===== config.mk =====
export PLATFORM = sky130hd
export DESIGN_NAME = fifo_line_packer_flat
export DESIGN_NICKNAME = d
export VERILOG_FILES = /design/src/rtl/fifo_line_packer_if.sv /design/src/rtl/fifo_line_packer.sv /design/src/flat_wrapper.sv
export SDC_FILE = /design/constraint.sdc
export NUM_CORES = 1
export LEC_CHECK = 0
export CAP_MARGIN = 10
export CORE_ASPECT_RATIO = 2
export CORE_MARGIN = 1.5
export CORE_UTILIZATION = 30
export CTS_CLUSTER_DIAMETER = 150
export DETAILED_ROUTE_END_ITERATION = 8
export DONT_BUFFER_PORTS = 1
export PLACE_DENSITY = 0.53
export SLEW_MARGIN = 0
export SYNTH_ARGS = -nofsm -noshare
export SYNTH_HDL_FRONTEND = slang
export SYNTH_SLANG_ARGS = --single-unit

===== constraint.sdc =====
create_clock -name clk -period 4 [get_ports clk]
set_input_delay 0.8 -clock clk [delete_from_list [all_inputs] [get_ports clk]]
set_output_delay 0.8 -clock clk [all_outputs]
set_load 0.005 [all_outputs]

===== src/rtl/fifo_line_packer_if.sv =====
// Read-side FIFO pop port plus packed-beat valid/ready output of the line packer.
// The master modport belongs to the packer; the slave modport belongs to the FIFO/sink side.
interface fifo_line_packer_if #(
    parameter int DW   = 8,
    parameter int PACK = 4,
    parameter int ERRW = 16
);
    logic               empty;
    logic               dequeue;
    logic [DW-1:0]      rdata;
    logic               o_valid;
    logic               o_ready;
    logic [DW*PACK-1:0] o_data;
    logic               o_last;
    logic [ERRW-1:0]    err_cnt;

    modport master (
        input  empty, rdata, o_ready,
        output dequeue, o_valid, o_data, o_last, err_cnt
    );

    modport slave (
        output empty, rdata, o_ready,
        input  dequeue, o_valid, o_data, o_last, err_cnt
    );
endinterface


===== src/rtl/fifo_line_packer.sv =====
// Purpose: pops DW-bit FIFO words and packs PACK of them into one beat, flagging line ends; FIFO_LINE_PACKER_SEQ_CHECK_EN adds a sequence-error counter.
// Latency: first beat valid 1+PACK cycles after empty falls; steady state one beat per PACK+1 cycles.
// Backpressure: a full accumulator waits for the output to free and stops popping; partial accumulators are held indefinitely.
module fifo_line_packer #(
    parameter int DW         = 8,
    parameter int PACK       = 4,
    parameter int LINE_WORDS = 1280,
    parameter int ERRW       = 16
) (
    input logic               clk,
    input logic               rst_n,
    fifo_line_packer_if.master bus
);
    localparam int AW = $clog2(PACK + 1);
    localparam int LW = (LINE_WORDS > 1) ? $clog2(LINE_WORDS) : 1;

    if ((LINE_WORDS % PACK) != 0) begin : g_bad_line
        $error("LINE_WORDS must be a multiple of PACK");
    end
    if (PACK < 2 || PACK > 16) begin : g_bad_pack
        $error("PACK must lie in 2..16");
    end

    logic [AW-1:0]            acc_cnt;
    logic                     rd_pend;
    logic [LW-1:0]            line_cnt;
    logic [PACK-1:0][DW-1:0]  acc_data;
    logic                     acc_last;

    logic [PACK-1:0][DW-1:0]  next_acc;
    logic                     next_last;
    logic                     line_end;
    logic                     beat_full;
    logic                     out_free;

    // Gated by rst_n so nothing is popped while reset is held.
    assign bus.dequeue = rst_n && !bus.empty &&
                         ((32'(acc_cnt) + 32'(rd_pend)) < 32'(PACK));

    assign line_end  = (line_cnt == LW'(LINE_WORDS - 1));
    assign beat_full = (acc_cnt == AW'(PACK)) ||
                       (rd_pend && (acc_cnt == AW'(PACK - 1)));
    assign out_free  = !bus.o_valid || bus.o_ready;
    assign next_last = rd_pend ? line_end : acc_last;

    always_comb begin
        next_acc = acc_data;
        for (int i = 0; i < PACK; i++) begin
            if (rd_pend && (32'(acc_cnt) == i)) next_acc[i] = bus.rdata;
        end
    end

    always_ff @(posedge clk or negedge rst_n) begin
        if (!rst_n) begin
            acc_cnt     <= '0;
            rd_pend     <= 1'b0;
            line_cnt    <= '0;
            acc_data    <= '0;
            acc_last    <= 1'b0;
            bus.o_valid <= 1'b0;
            bus.o_data  <= '0;
            bus.o_last  <= 1'b0;
        end else begin
            rd_pend <= bus.dequeue;
            if (rd_pend) begin
                acc_data <= next_acc;
                acc_last <= line_end;
                line_cnt <= line_end ? '0 : line_cnt + LW'(1);
            end
            // Loading on the same cycle the previous beat is accepted keeps o_valid high with no gap.
            if (beat_full && out_free) begin
                bus.o_data  <= next_acc;
                bus.o_last  <= next_last;
                bus.o_valid <= 1'b1;
                acc_cnt     <= '0;
            end else begin
                if (bus.o_ready) bus.o_valid <= 1'b0;
                if (rd_pend)     acc_cnt     <= acc_cnt + AW'(1);
            end
        end
    end

`ifdef FIFO_LINE_PACKER_SEQ_CHECK_EN
    logic [DW-1:0]   prev_word;
    logic            have_prev;
    logic [ERRW-1:0] err_q;

    always_ff @(posedge clk or negedge rst_n) begin
        if (!rst_n) begin
            prev_word <= '0;
            have_prev <= 1'b0;
            err_q     <= '0;
        end else if (rd_pend) begin
            prev_word <= bus.rdata;
            have_prev <= 1'b1;
            if (have_prev && (bus.rdata != prev_word + DW'(1)) && (err_q != '1))
                err_q <= err_q + ERRW'(1);
        end
    end

    assign bus.err_cnt = err_q;
`else
    assign bus.err_cnt = '0;
`endif
endmodule


===== src/flat_wrapper.sv =====
// flat-port wrapper written by rule: the top's interface ports become plain ports
module fifo_line_packer_flat 
#(
    parameter int DW         = 8,
    parameter int PACK       = 4,
    parameter int LINE_WORDS = 1280,
    parameter int ERRW       = 16
)
  (clk, rst_n, bus_empty, bus_rdata, bus_o_ready, bus_dequeue, bus_o_valid, bus_o_data, bus_o_last, bus_err_cnt);
  fifo_line_packer_if #(.DW(DW), .PACK(PACK), .ERRW(ERRW)) bus_i ();
  input logic clk;
  input logic rst_n;
  input wire logic [$bits(bus_i.empty)-1:0] bus_empty;
  input wire logic [$bits(bus_i.rdata)-1:0] bus_rdata;
  input wire logic [$bits(bus_i.o_ready)-1:0] bus_o_ready;
  output wire logic [$bits(bus_i.dequeue)-1:0] bus_dequeue;
  output wire logic [$bits(bus_i.o_valid)-1:0] bus_o_valid;
  output wire logic [$bits(bus_i.o_data)-1:0] bus_o_data;
  output wire logic [$bits(bus_i.o_last)-1:0] bus_o_last;
  output wire logic [$bits(bus_i.err_cnt)-1:0] bus_err_cnt;
  assign bus_i.empty = bus_empty;
  assign bus_i.rdata = bus_rdata;
  assign bus_i.o_ready = bus_o_ready;
  assign bus_dequeue = bus_i.dequeue;
  assign bus_o_valid = bus_i.o_valid;
  assign bus_o_data = bus_i.o_data;
  assign bus_o_last = bus_i.o_last;
  assign bus_err_cnt = bus_i.err_cnt;
  fifo_line_packer #(.DW(DW), .PACK(PACK), .LINE_WORDS(LINE_WORDS), .ERRW(ERRW)) u_core (.clk(clk), .rst_n(rst_n), .bus(bus_i));
endmodule

# == Word level (Yosys, flattened, before mapping) ==
# Cells that the tools add are included.
# totals
output_inout_bits,51
ff_bits,82
# classes
reduce_logical,14
eq_ne,5
n_mux,10
add_sub_neg,3
n_lt_le_gt_ge,1
# op_table
op,count
$lt 32x3->1 const B,1
$mux 8,4
$add 11x1->11 const B,1
$eq 11x11->1 const B,1
$mux 11,1
$logic_and 1x1->1,7
$eq 3x2->1 const B,2
$mux 3,2
$add 3x1->4,1
$reduce_bool 2->1,2
$add 3x1->3 const B,1
$eq 3x1->1 const B,1
$eq 3x3->1 const B,1
$logic_not 3->1,1
$mux 1,3
$logic_not 1->1,2
$logic_or 1x1->1,2

# == Depth between registers and ports, before layout ==
# Gate-level depths: netlist of the first run.
# logic_depth
ltp_word,5
ltp_mapped,6
ltp_nobuf,5

# == Worst setup path after synthesis of the first run ==
# Ideal clock, no wire load.
# synth_path
path_kind,in2out
startpoint,input port bus_empty
endpoint,output port bus_dequeue
t_arrival_ps,1106
slack_ps,2094
path_buffers,0
path_stages,3
t_required_ps,3200
path_cell_list,nor2_1 -> nand2_1 -> a31oi_1
# synth_between
elab_chain_cells,3
# synth_rtl
item,line_no,text
start: declaration,flat_wrapper.sv:13,input wire logic [$bits(bus_i.empty)-1:0] bus_empty;
$logic_not 1->1,fifo_line_packer.sv:37,assign bus.dequeue = rst_n && !bus.empty &&
$logic_and 1x1->1 (2 in series),fifo_line_packer.sv:37,
end: declaration,flat_wrapper.sv:16,output wire logic [$bits(bus_i.dequeue)-1:0] bus_dequeue;
# No other way between the ends.

# == Worst setup path in the final report of the first run ==
# layout_path
startpoint,register u_core.rd_pend
endpoint,register u_core.bus.o_data[12]
# layout_between
elab_chain_cells,3
# layout_rtl
item,line_no,text
start: declaration,fifo_line_packer.sv:25,logic rd_pend;
start signal: assignment,fifo_line_packer.sv:64,rd_pend <= bus.dequeue;
$logic_and 1x1->1,fifo_line_packer.sv:42,(rd_pend && (acc_cnt == AW'(PACK - 1)));
$logic_or 1x1->1,fifo_line_packer.sv:41,assign beat_full = (acc_cnt == AW'(PACK)) ||
$logic_and 1x1->1,fifo_line_packer.sv:71,if (beat_full && out_free) begin
end signal: assignment,fifo_line_packer.sv:72,bus.o_data <= next_acc;
end: declaration,fifo_line_packer_if.sv:19,"output dequeue, o_valid, o_data, o_last, err_cnt"
# Parallel ways exist; a longest one is shown, timed or not.
# A chain may end at the register's enable or synchronous reset.

==> summary.md, run 1 <==
| Metric | Value |
|---|---|
| Outcome | `complete, no violations` |
| Placed insts | `377` |
| ANT cells | `0` |
| PostCTS Resize Cnt | `0` |
| Total GRT Usage | `0.122` |
| Pre-Repair DR Iteration Count | `4` |
| Synth cell types | `38` |
| R2R cell count | `4` |
| R2r setup slk | `1810 ps` |
| Met3 routed WL | `389 um` |
| WP data required | `4220 ps` |
| Cell leakage power | `1.68 nW` |
| Worst Hold Class | `input port to async pin` |
| Cell Area, Synth | `0.00346 mm2` |
| Synthesized instance count | `241` |
| Post-Synth Adder-Cell Area | `0.0217` |
| DRC viols | `0` |
| Fraction of registers with async set/reset | `1.00` |
| Max-slew violations | `0` |
| Synth area leader | `dfrtp_1` |
| Final instance area | `0.00387 mm2` |
| Least-Margin Pin Slew | `672 ps` |
| Die X | `79.0 um` |
| Reg power frac | `0.475` |
| Arrival @ worst endpoint | `2420 ps` |
| CP peak stage delay | `770 ps` |
| Pin count of the biggest net entering global routing | `84` |
| Total setup buffers inserted after CTS | `0` |
| Largest family of logic cells by synthesized area | `multiplexers` |
| Nets | `264` |
| Dominant cells by area after synthesis | `dfrtp_1 59%, mux2_2 21%, buf_4 4.3%` |
| Synthesis Warnings | `0` |
| Cell family with most CP delay | `flip-flops` |
| Power share of the combinational group | `0.231` |
| TritonCTS clock tree | `done` |
| Top sig layer | `met4` |
| Met2 WL | `3710 um` |
| Kind of critical path | `flop to flop` |
| CTS Buffer Depth | `2` |
| Flop and latch count out of synthesis | `82` |
| Critical path peak fanout | `36` |
| Setup TNS | `0 ps` |
| F_max | `0.456 GHz` |
| M1 WL | `2190 um` |
| EDFF count, synth | `0` |
| Clk_lat worst skew | `340 ps` |
| Unrepaired setup endpoints after global routing | `false` |
| Die area | `0.0122 mm2` |
| DP Area | `0.00354 mm2` |
| Power share of the clock group | `0.294` |
| Total Power | `0.00306 W` |
| H-tree levels | `3` |
| Layout Skew | `4.11 ps` |
| Ys flop type | `dfrtp_1` |
| Cts hold-fix bufs | `0` |
| Max-cap viol count | `0` |
| Antenna-violating nets left | `0` |
| FP Rows | `55` |
| Pwr/cell area | `790 mW/mm2` |
| Slew Limit Headroom | `0.552` |
| Ratio of cells with drive above 1 in the final layout | `0.359` |
| DR vias/cell | `4.66` |
| Sw frac | `0.285` |
| CTS buffer count | `9` |
| XOR/XNOR Fraction of Synth Area | `0.0152` |
| P&R area growth vs syn | `11.7%` |
| RR Endpoint | `u_core.bus.o_data[12]$_DFFE_PN0P_` |
| Sequential element share of the synthesized area | `0.593` |
| Core footprint | `0.0113 mm2` |
| Worst ir drop on vdd | `0.274 mV` |
| I/O Pins | `63` |
| IO Port Bufs | `0` |
| CP Launch Type | `flop` |
| Die Height | `155 um` |
| Total global routing overflow | `0` |
| Critical path, cell by cell | `a22oi_1 -> a21oi_4 -> buf_4 -> mux2_2` |
| Mux cell area share after synthesis | `0.218` |
| Reg2reg start | `u_core.rd_pend$_DFF_PN0_` |
| Share of the synthesized area in the top cell type | `0.593` |
| Buf+Inv Stages, Crit Path | `1` |
| Routed WL | `6520 um` |
| Final Non-Filler Cells | `393` |
| Final HPWL DP | `4550 um` |
| Internal | `0.00219 W` |
| Vias in the first global route | `1,969` |
| Reg clk slew, reported paths | `60 ps` |
| Slowest CP cell | `dfrtp_1` |
| WL/cell | `16.6 um` |
| Initial antenna violation count | `0` |
| Clock sink total | `82` |
| Final setup fails | `0` |
| Starting density of the core | `0.307` |
| DR vias | `1,831` |
| Compound-Gate Fraction of Synth Area | `0.0361` |
| Syn avg cell area | `14.4 um2` |
| Switching Power | `0.000870 W` |
| Min cycle time layout | `2190 ps` |
| Final Hold Violating Endpoints | `0` |
| Tcrit/Tclk final | `0.548` |
| Post-synthesis simple-gate area fraction | `0.0611` |
| Gpl congestion | `0.742` |
| First-pass GRT wire length | `10,800 um` |
| DR iter-0 viols | `87` |
| CP Capture Type | `flop` |
| Root buf cell | `clkbuf_16` |
[power groups by stage]
stage / registers (W) / clock network [W] / logic (W)
after floorplan: 0.00138 / 0 / 0.000648
after CTS: 0.00147 / 0.000925 / 0.000721
after detailed placement: 0.00148 / 0 / 0.000715
after global routing: 0.00151 / 0.000966 / 0.000787
after global placement: 0.00147 / 0 / 0.000683
final: 0.00145 / 0.000899 / 0.000706
[metal layers]
metal,track usage,vias to the layer above
met5,0,-
met4,0.0752,0
met3,0.0481,13
met2,0.212,48
met1,0.118,947
li1,-,823
[registers in the layout, summed over array words and instances, names as in the netlist]
name	cells
u_core.acc_cnt	3
u_core.acc_data	32
u_core.acc_last	1
u_core.bus.o_data	32
u_core.bus.o_last	1
u_core.bus.o_valid	1
u_core.line_cnt	11
u_core.rd_pend	1
[how the worst max path moves through the flow]
stage	cells after the start	startpoint	to
5_1_grt	4	u_core.rd_pend$_DFF_PN0_	u_core.bus.o_data[12]$_DFFE_PN0P_
3_5_place_dp	4	u_core.rd_pend$_DFF_PN0_	u_core.bus.o_data[3]$_DFFE_PN0P_
6_report	4	u_core.rd_pend$_DFF_PN0_	u_core.bus.o_data[12]$_DFFE_PN0P_
3_3_place_gp	4	u_core.rd_pend$_DFF_PN0_	u_core.bus.o_data[7]$_DFFE_PN0P_
2_1_floorplan	3	bus_empty	bus_dequeue
4_1_cts	1	u_core.rd_pend$_DFF_PN0_	bus_dequeue
[cell usage in the layout (no fill, tap or decap), types with 2 or more instances in the layout]
cell and n:
a21oi_1 2, bufinv_16 2, clkbuf_16 9, conb_1 16, dfrtp_1 82, ha_1 6, inv_1 8, inv_6 3
mux2_2 65, nand2_1 6, nand2b_1 3, nand3b_2 3, nand4_1 3, nor2_1 6, nor3_1 2, nor4_1 4
o21ai_0 3, xnor2_1 3, xor2_1 3
[through the flow]
stage / utilization / hold slack [ps] / setup slack, ps
floorplan: - / 446 / 2090
global placement: 0.314 / 465 / 1850
detailed placement: 0.314 / 468 / 1810
CTS: 0.343 / 134 / 1780
global route: 0.343 / 123 / 1650
finish: 0.343 / 150 / 1810
[synth_stat cells (4+ instances only)]
master and number:
dfrtp_1 82, mux2_2 65, buf_4 20, inv_1 8
ha_1 6, nand2_1 6, nor2_1 6, nor4_1 4
[cell type report]
cell class	instances	area, um2
Fill cell	1125	7420
Sequential cell	82	2050
Multi-Input combinational cell	144	1280
Clock buffer	9	225
Tap cell	142	178
Clock inverter	7	98.8
Inverter	8	30.0
Timing Repair Buffer	1	7.51
[logic make-up after synthesis]
kind of cell | count (synthesis)
mux | 67
fa+ha+maj | 6
xor+xnor | 6
simple gates | 35
buf+inv | 30
compound gates | 14
other cells | 1
flops | 82
Note: power is estimated with default switching activity, not from simulation.
==> inputs of run 2 (changes only) <==
- clock period: 4 -> 2.3 ns (I/O delays scaled with it)
==> run 2 against run 1 <==
Net effect: the flow now finishes with violations (hold timing); sequential share of layout area fell by 0.48 points; clock skew increased by 0.97 ps; count of clock-buffer cells in the layout up 2; largest power group unchanged; maximum frequency up 15%; critical path type unchanged.
==> summary.md, run 2 (same netlist as run 1, synthesis figures left out) <==
| Metric | Value |
|---|---|
| Layout Skew | `5.08 ps (+0.969 ps)` |
| ANT cells | `0 (unchanged)` |
| DP Area | `0.00357 mm2 (+0.64%)` |
| Critical path peak fanout | `10 (-72%)` |
| Pre-Repair DR Iteration Count | `4 (unchanged)` |
| Antenna-violating nets left | `0 (unchanged)` |
| Die X | `79.0 um (unchanged)` |
| DR vias | `1,824 (-0.38%)` |
| Ratio of cells with drive above 1 in the final layout | `0.374 (+0.0150)` |
| I/O Pins | `63 (unchanged)` |
| Placed insts | `380 (+0.80%)` |
| Outcome | `finished, violations left` |
| Tcrit/Tclk final | `0.825 (+0.277)` |
| CP Capture Type | `flop` |
| DRC viols | `0 (unchanged)` |
| Worst Hold Class | `input port to async pin` |
| CTS Buffer Depth | `2 (unchanged)` |
| Min cycle time layout | `1900 ps (-294 ps)` |
| Clk_lat worst skew | `330 ps (about the same)` |
| Initial antenna violation count | `0 (unchanged)` |
| Final Hold Violating Endpoints | `82 (+82)` |
| Pre-CTS setup slack | `18.8 ps (-1790 ps)` |
| Least-Margin Pin Slew | `517 ps (-155 ps)` |
| H-tree levels | `3 (unchanged)` |
| Kind of critical path | `flop to flop` |
| Die Height | `155 um (unchanged)` |
| Final HPWL DP | `4560 um (+0.25%)` |
| Pin count of the biggest net entering global routing | `84 (unchanged)` |
| Worst ir drop on vdd | `0.505 mV (+84%)` |
| Arrival @ worst endpoint | `2120 ps (-300 ps)` |
| Max-slew violations | `0 (unchanged)` |
| Routed WL | `6490 um (-0.54%)` |
| CTS buffer count | `9 (unchanged)` |
| Final WS setup | `402 ps (-1410 ps)` |
| TritonCTS clock tree | `done` |
| First-pass GRT wire length | `10,800 um (-0.26%)` |
| Pwr/cell area | `1360 mW/mm2 (+72%)` |
| DR vias/cell | `4.57 (-1.9%)` |
| Failing checks | `hold timing` |
| CP Launch Type | `flop` |
| Commonest non-fill, non-tap cell in the layout | `dfrtp_1` |
| Final instance area | `0.00390 mm2 (+0.91%)` |
| DR iter-0 viols | `60 (-31%)` |
| Starting density of the core | `0.307 (unchanged)` |
| P&R area growth vs syn | `12.8%` |
| FP Rows | `55 (unchanged)` |
| Die area | `0.0122 mm2 (unchanged)` |
| Cell leakage power | `1.70 nW (+1.1%)` |
| Core footprint | `0.0113 mm2 (unchanged)` |
| Biggest regs | `u_core.acc_data (32), u_core.bus.o_data (32), u_core.line_cnt (11)` |
| Hold_ws | `-184 ps (-335 ps)` |
| Root buf cell | `clkbuf_16` |
| Clock sink total | `82 (unchanged)` |
| Total global routing overflow | `0 (unchanged)` |
| Total GRT Usage | `0.120 (-0.00233)` |
| Unrepaired setup endpoints after global routing | `false` |
| Slew Limit Headroom | `0.652 (+0.100)` |
| Vias in the first global route | `1,924 (-2.3%)` |
| WP data required | `2520 ps (-1700 ps)` |
| Max-cap viol count | `0 (unchanged)` |
| Final Non-Filler Cells | `399 (+1.5%)` |
| WL/cell | `16.3 um (-2.0%)` |
| Setup TNS | `0 ps (unchanged)` |
| IO Port Bufs | `0 (unchanged)` |
| Final setup fails | `0 (unchanged)` |
| Nets | `270 (+2.3%)` |
| F_max | `0.527 GHz (+15%)` |
| Gpl congestion | `0.727 (-2.0%)` |
| Commonest cells after routing, fill and taps aside | `82 x dfrtp_1, 65 x mux2_2, 16 x conb_1` |
| Final Util | `0.346 (+0.00310)` |
| Reg clk slew, reported paths | `60 ps (about the same)` |
[run 2: cell count changes in the layout (fill, tap and decap cells not counted)]
cell / delta
inv_6: -2
clkinvlp_4: +2
bufinv_16: -1
clkbuf_8: +2
clkinv_2: -1
buf_4: +6
[run 2: worst max-delay path, stage by stage (launching register included)]
cell	delay [ps]
dfrtp_1	430
ha_1	220
ha_1	200
a22oi_1	340
a21oi_4	110
buf_4	210
mux2_2	270
[run 2: area by class of cell]
type	count	area, um2
multi-input cells	144	1280
inverters	8	30.0
repair buffers	7	52.6
fillers	1129	7380
clock inverters	5	61.3
flip-flops and latches	82	2050
well taps	142	178
clock buffers	11	253
[run 2: stage by stage]
step | power, W | hold slack [ps]
2_1_floorplan | 0.00352 | 164
3_3_place_gp | 0.00378 | 166
3_5_place_dp | 0.00384 | 166
4_1_cts | 0.00535 | -197
5_1_grt | 0.00564 | -197
6_report | 0.00529 | -184
[run 2: power by group]
| part | leakage [nW] | switching, W | internal (W) |
|---|---|---|---|
| sequential | 0.986 | 0.000384 | 0.00210 |
| clock | 0.144 | 0.000583 | 0.000904 |
| combinational | 0.566 | 0.000524 | 0.000792 |
| total | 1.70 | 0.00149 | 0.00380 |
[run 2: final timing paths]
kind                                                 start                                 to  slack [ps]  cells past startpoint
min reg2reg                u_core.acc_data[17]$_DFFE_PN0P_    u_core.acc_data[17]$_DFFE_PN0P_         490                      1
min                                                  rst_n  u_core.bus.o_data[14]$_DFFE_PN0P_        -180                      0
max reg2reg                  u_core.acc_cnt[0]$_DFFE_PN0P_  u_core.bus.o_data[31]$_DFFE_PN0P_         400                      6
min in group clk                               bus_o_ready     u_core.bus.o_valid$_DFFE_PN0P_         220                      1
max in group asynchronous                            rst_n          u_core.acc_last$_DFF_PN0_        2350                      0
max                          u_core.acc_cnt[0]$_DFFE_PN0P_  u_core.bus.o_data[31]$_DFFE_PN0P_         400                      6
[run 2: what timing repair did]
| action | 4_1_cts | 5_1_grt |
|---|---|---|
| setup endpoints to repair | 0 | 18 |
| gates resized for setup | 0 | 0 |
| buffers inserted | 0 | 3 |
| hold endpoints to repair | 82 | 82 |
[run 2: routing by layer]
layer,part of all wire,GRT usage
met1,0.37,0.128
met2,0.55,0.204
met3,0.055,0.0399
met5,0,0
met4,0.024,0.0660
==> inputs of run 3 (changes only) <==
- clock period: 2.3 -> 1.8 ns (I/O delays scaled with it)
==> run 3 against run 2 <==
Net effect: the flow finishes with violations (hold timing, setup timing); core utilization increased by 1.9 points; count of clock-buffer cells in the layout increased by 1; final cell count increased by 3.0%; routed wire length increased by 6.9%; clock skew decreased by 1.9 ps; hold slack got worse by 90 ps; worst setup slack got worse by 420 ps; die area unchanged; cell area increased by 5.5%; largest power group unchanged.
==> summary.md, run 3 (same netlist as run 1, synthesis figures left out) <==
| Metric | Value |
|---|---|
| GRT met2 Usage | `0.226 (+0.0224)` |
| Max-cap viol count | `0 (unchanged)` |
| Cell leakage power | `1.80 nW (+6.2%)` |
| Placed insts | `388 (+2.1%)` |
| F_max | `0.550 GHz (+4.5%)` |
| R2R cell count | `7 (+1)` |
| Pre-Repair DR Iteration Count | `3 (-1)` |
| Vias in the first global route | `2,046 (+6.3%)` |
| CP Capture Type | `flop` |
| Die area | `0.0122 mm2 (unchanged)` |
| DR iter-0 viols | `49 (-18%)` |
| Failing checks | `hold timing, setup timing` |
| Layout fillers | `1,113 (-1.4%)` |
| Arrival @ worst endpoint | `2030 ps (-90 ps)` |
| Total global routing overflow | `0 (unchanged)` |
| Core footprint | `0.0113 mm2 (unchanged)` |
| Die X | `79.0 um (unchanged)` |
| Kind of critical path | `flop to flop` |
| WP data required | `2010 ps (-510 ps)` |
| Outcome | `finished, violations left` |
| Initial antenna violation count | `0 (unchanged)` |
| Unrepaired setup endpoints after global routing | `true` |
| DR vias | `1,895 (+3.9%)` |
| Ratio of cells with drive above 1 in the final layout | `0.420 (+0.0465)` |
| Layout Skew | `3.14 ps (-1.94 ps)` |
| Worst Hold Class | `input port to async pin` |
| Grt met1 use | `0.137 (+0.00831)` |
| CTS Buffer Depth | `2 (unchanged)` |
| Root buf cell | `clkbuf_16` |
| Final setup fails | `3 (+3)` |
| CTS buffer count | `9 (unchanged)` |
| Worst ir drop on vdd | `0.980 mV (+94%)` |
| DRC viols | `0 (unchanged)` |
| Biggest regs | `u_core.acc_data (32), u_core.bus.o_data (32), u_core.line_cnt (11)` |
| Final Hold Violating Endpoints | `82 (unchanged)` |
| CP peak stage delay | `410 ps (-20 ps)` |
| Antenna-violating nets left | `0 (unchanged)` |
| DR vias/cell | `4.61 (+0.86%)` |
| Pin count of the biggest net entering global routing | `84 (unchanged)` |
| Slowest CP cell | `dfrtp_1` |
| IO Port Bufs | `0 (unchanged)` |
| Max-slew violations | `0 (unchanged)` |
| Critical path, cell by cell | `ha_2 -> ha_4 -> a22oi_2 -> a21oi_4 -> buf_12 -> clkbuf_16 -> mux2_4` |
| Hold_ws | `-274 ps (-90.0 ps)` |
| Commonest cells after routing, fill and taps aside | `81 x dfrtp_1, 64 x mux2_2, 16 x conb_1` |
| TritonCTS clock tree | `done` |
| Clock sink total | `82 (unchanged)` |
| Routed WL | `6930 um (+6.9%)` |
| Pwr/cell area | `1740 mW/mm2 (+28%)` |
| Busiest grt layer | `met2` |
| Reg clk slew, reported paths | `60 ps (about the same)` |
| Final Non-Filler Cells | `411 (+3.0%)` |
| FP Rows | `55 (unchanged)` |
| First-pass GRT wire length | `11,400 um (+6.1%)` |
| Starting density of the core | `0.307 (unchanged)` |
| Gpl congestion | `0.732 (+0.65%)` |
| WL/cell | `16.9 um (+3.8%)` |
| Final WS setup | `-16.8 ps (-418 ps)` |
| Setup TNS | `-19.6 ps (-19.6 ps)` |
| Nets | `282 (+4.4%)` |
| Total GRT Usage | `0.127 (+0.00680)` |
| Die Height | `155 um (unchanged)` |
| Clk_lat worst skew | `320 ps (about the same)` |
| Tcrit/Tclk final | `1.01 (+0.184)` |
| Commonest non-fill, non-tap cell in the layout | `dfrtp_1` |
| Area occupied by multi-input gates | `0.00132 mm2 (+3.0%)` |
| Min cycle time layout | `1820 ps (-81.7 ps)` |
| P&R area growth vs syn | `19.0%` |
| ANT cells | `0 (unchanged)` |
| I/O Pins | `63 (unchanged)` |
| H-tree levels | `3 (unchanged)` |
| CP Launch Type | `flop` |
| Met3 usage | `0.0364 (-0.00352)` |
| Flip-flop and latch area | `0.00205 mm2 (about the same)` |
| Final HPWL DP | `4770 um (+4.5%)` |
| Critical path peak fanout | `7 (-3)` |
run 3: worst max-delay path, delay by kind of cell (launching register included):
kind / cells / cell delay, ps
fa+ha+maj: 2 / 390
compound gates: 2 / 300
mux: 1 / 290
flops: 1 / 410
buf+inv: 2 / 310
run 3: report_power, final:
part,internal [W],switching [W]
registers,0.00269,0.000507
logic,0.00133,0.000784
clock network,0.00115,0.000702
total,0.00517,0.00199
run 3: path summary, 6_finish.rpt:
check / startpoint / to / slack [ps]
setup / recovery: u_core.acc_cnt[1]$_DFFE_PN0P_ / u_core.bus.o_data[21]$_DFFE_PN0P_ / -20
hold / removal: rst_n / u_core.acc_cnt[2]$_DFFE_PN0P_ / -270
max in group asynchronous: rst_n / u_core.bus.o_data[28]$_DFFE_PN0P_ / 1900
setup reg to reg: u_core.acc_cnt[1]$_DFFE_PN0P_ / u_core.bus.o_data[21]$_DFFE_PN0P_ / -20
hold reg to reg: u_core.line_cnt[4]$_DFFE_PN0P_ / u_core.line_cnt[4]$_DFFE_PN0P_ / 470
min in group clk: bus_o_ready / u_core.bus.o_valid$_DFFE_PN0P_ / 130
run 3: routing by layer:
layer,up-vias,share of wire
met5,-,0
met3,5,0.046
met1,993,0.36
li1,859,-
met4,0,0.014
met2,38,0.58
run 3: area by class of cell:
cell class / instances / share of cell area
clock buffers: 12 / 0.0623
clock inverters: 4 / 0.0122
inverters: 8 / 0.00729
multi-input cells: 144 / 0.320
flip-flops and latches: 82 / 0.498
well taps: 142 / 0.0431
repair buffers: 19 / 0.0571
run 3: timing repair:
action	CTS	global route
endpoints found under the hold margin	82	82
pin swaps	1	1
buffers inserted	4	1
setup endpoints to repair	31	39
cloned	1	1
gates resized for setup	4	4
run 3: per-stage QoR:
stage | area (um2) | utilization | hold slack [ps] | power (W) | setup WS, ps
final | 4120 | 0.365 | -274 | 0.00716 | -16.8
after detailed placement | 3670 | 0.325 | 70.2 | 0.00508 | -48.3
after floorplan | 3520 | - | 64.4 | 0.00451 | 58.1
after global placement | 3670 | 0.325 | 69.9 | 0.00500 | -15.3
after global routing | 4120 | 0.365 | -293 | 0.00764 | -64.6
after CTS | 4070 | 0.361 | -282 | 0.00718 | 7.52
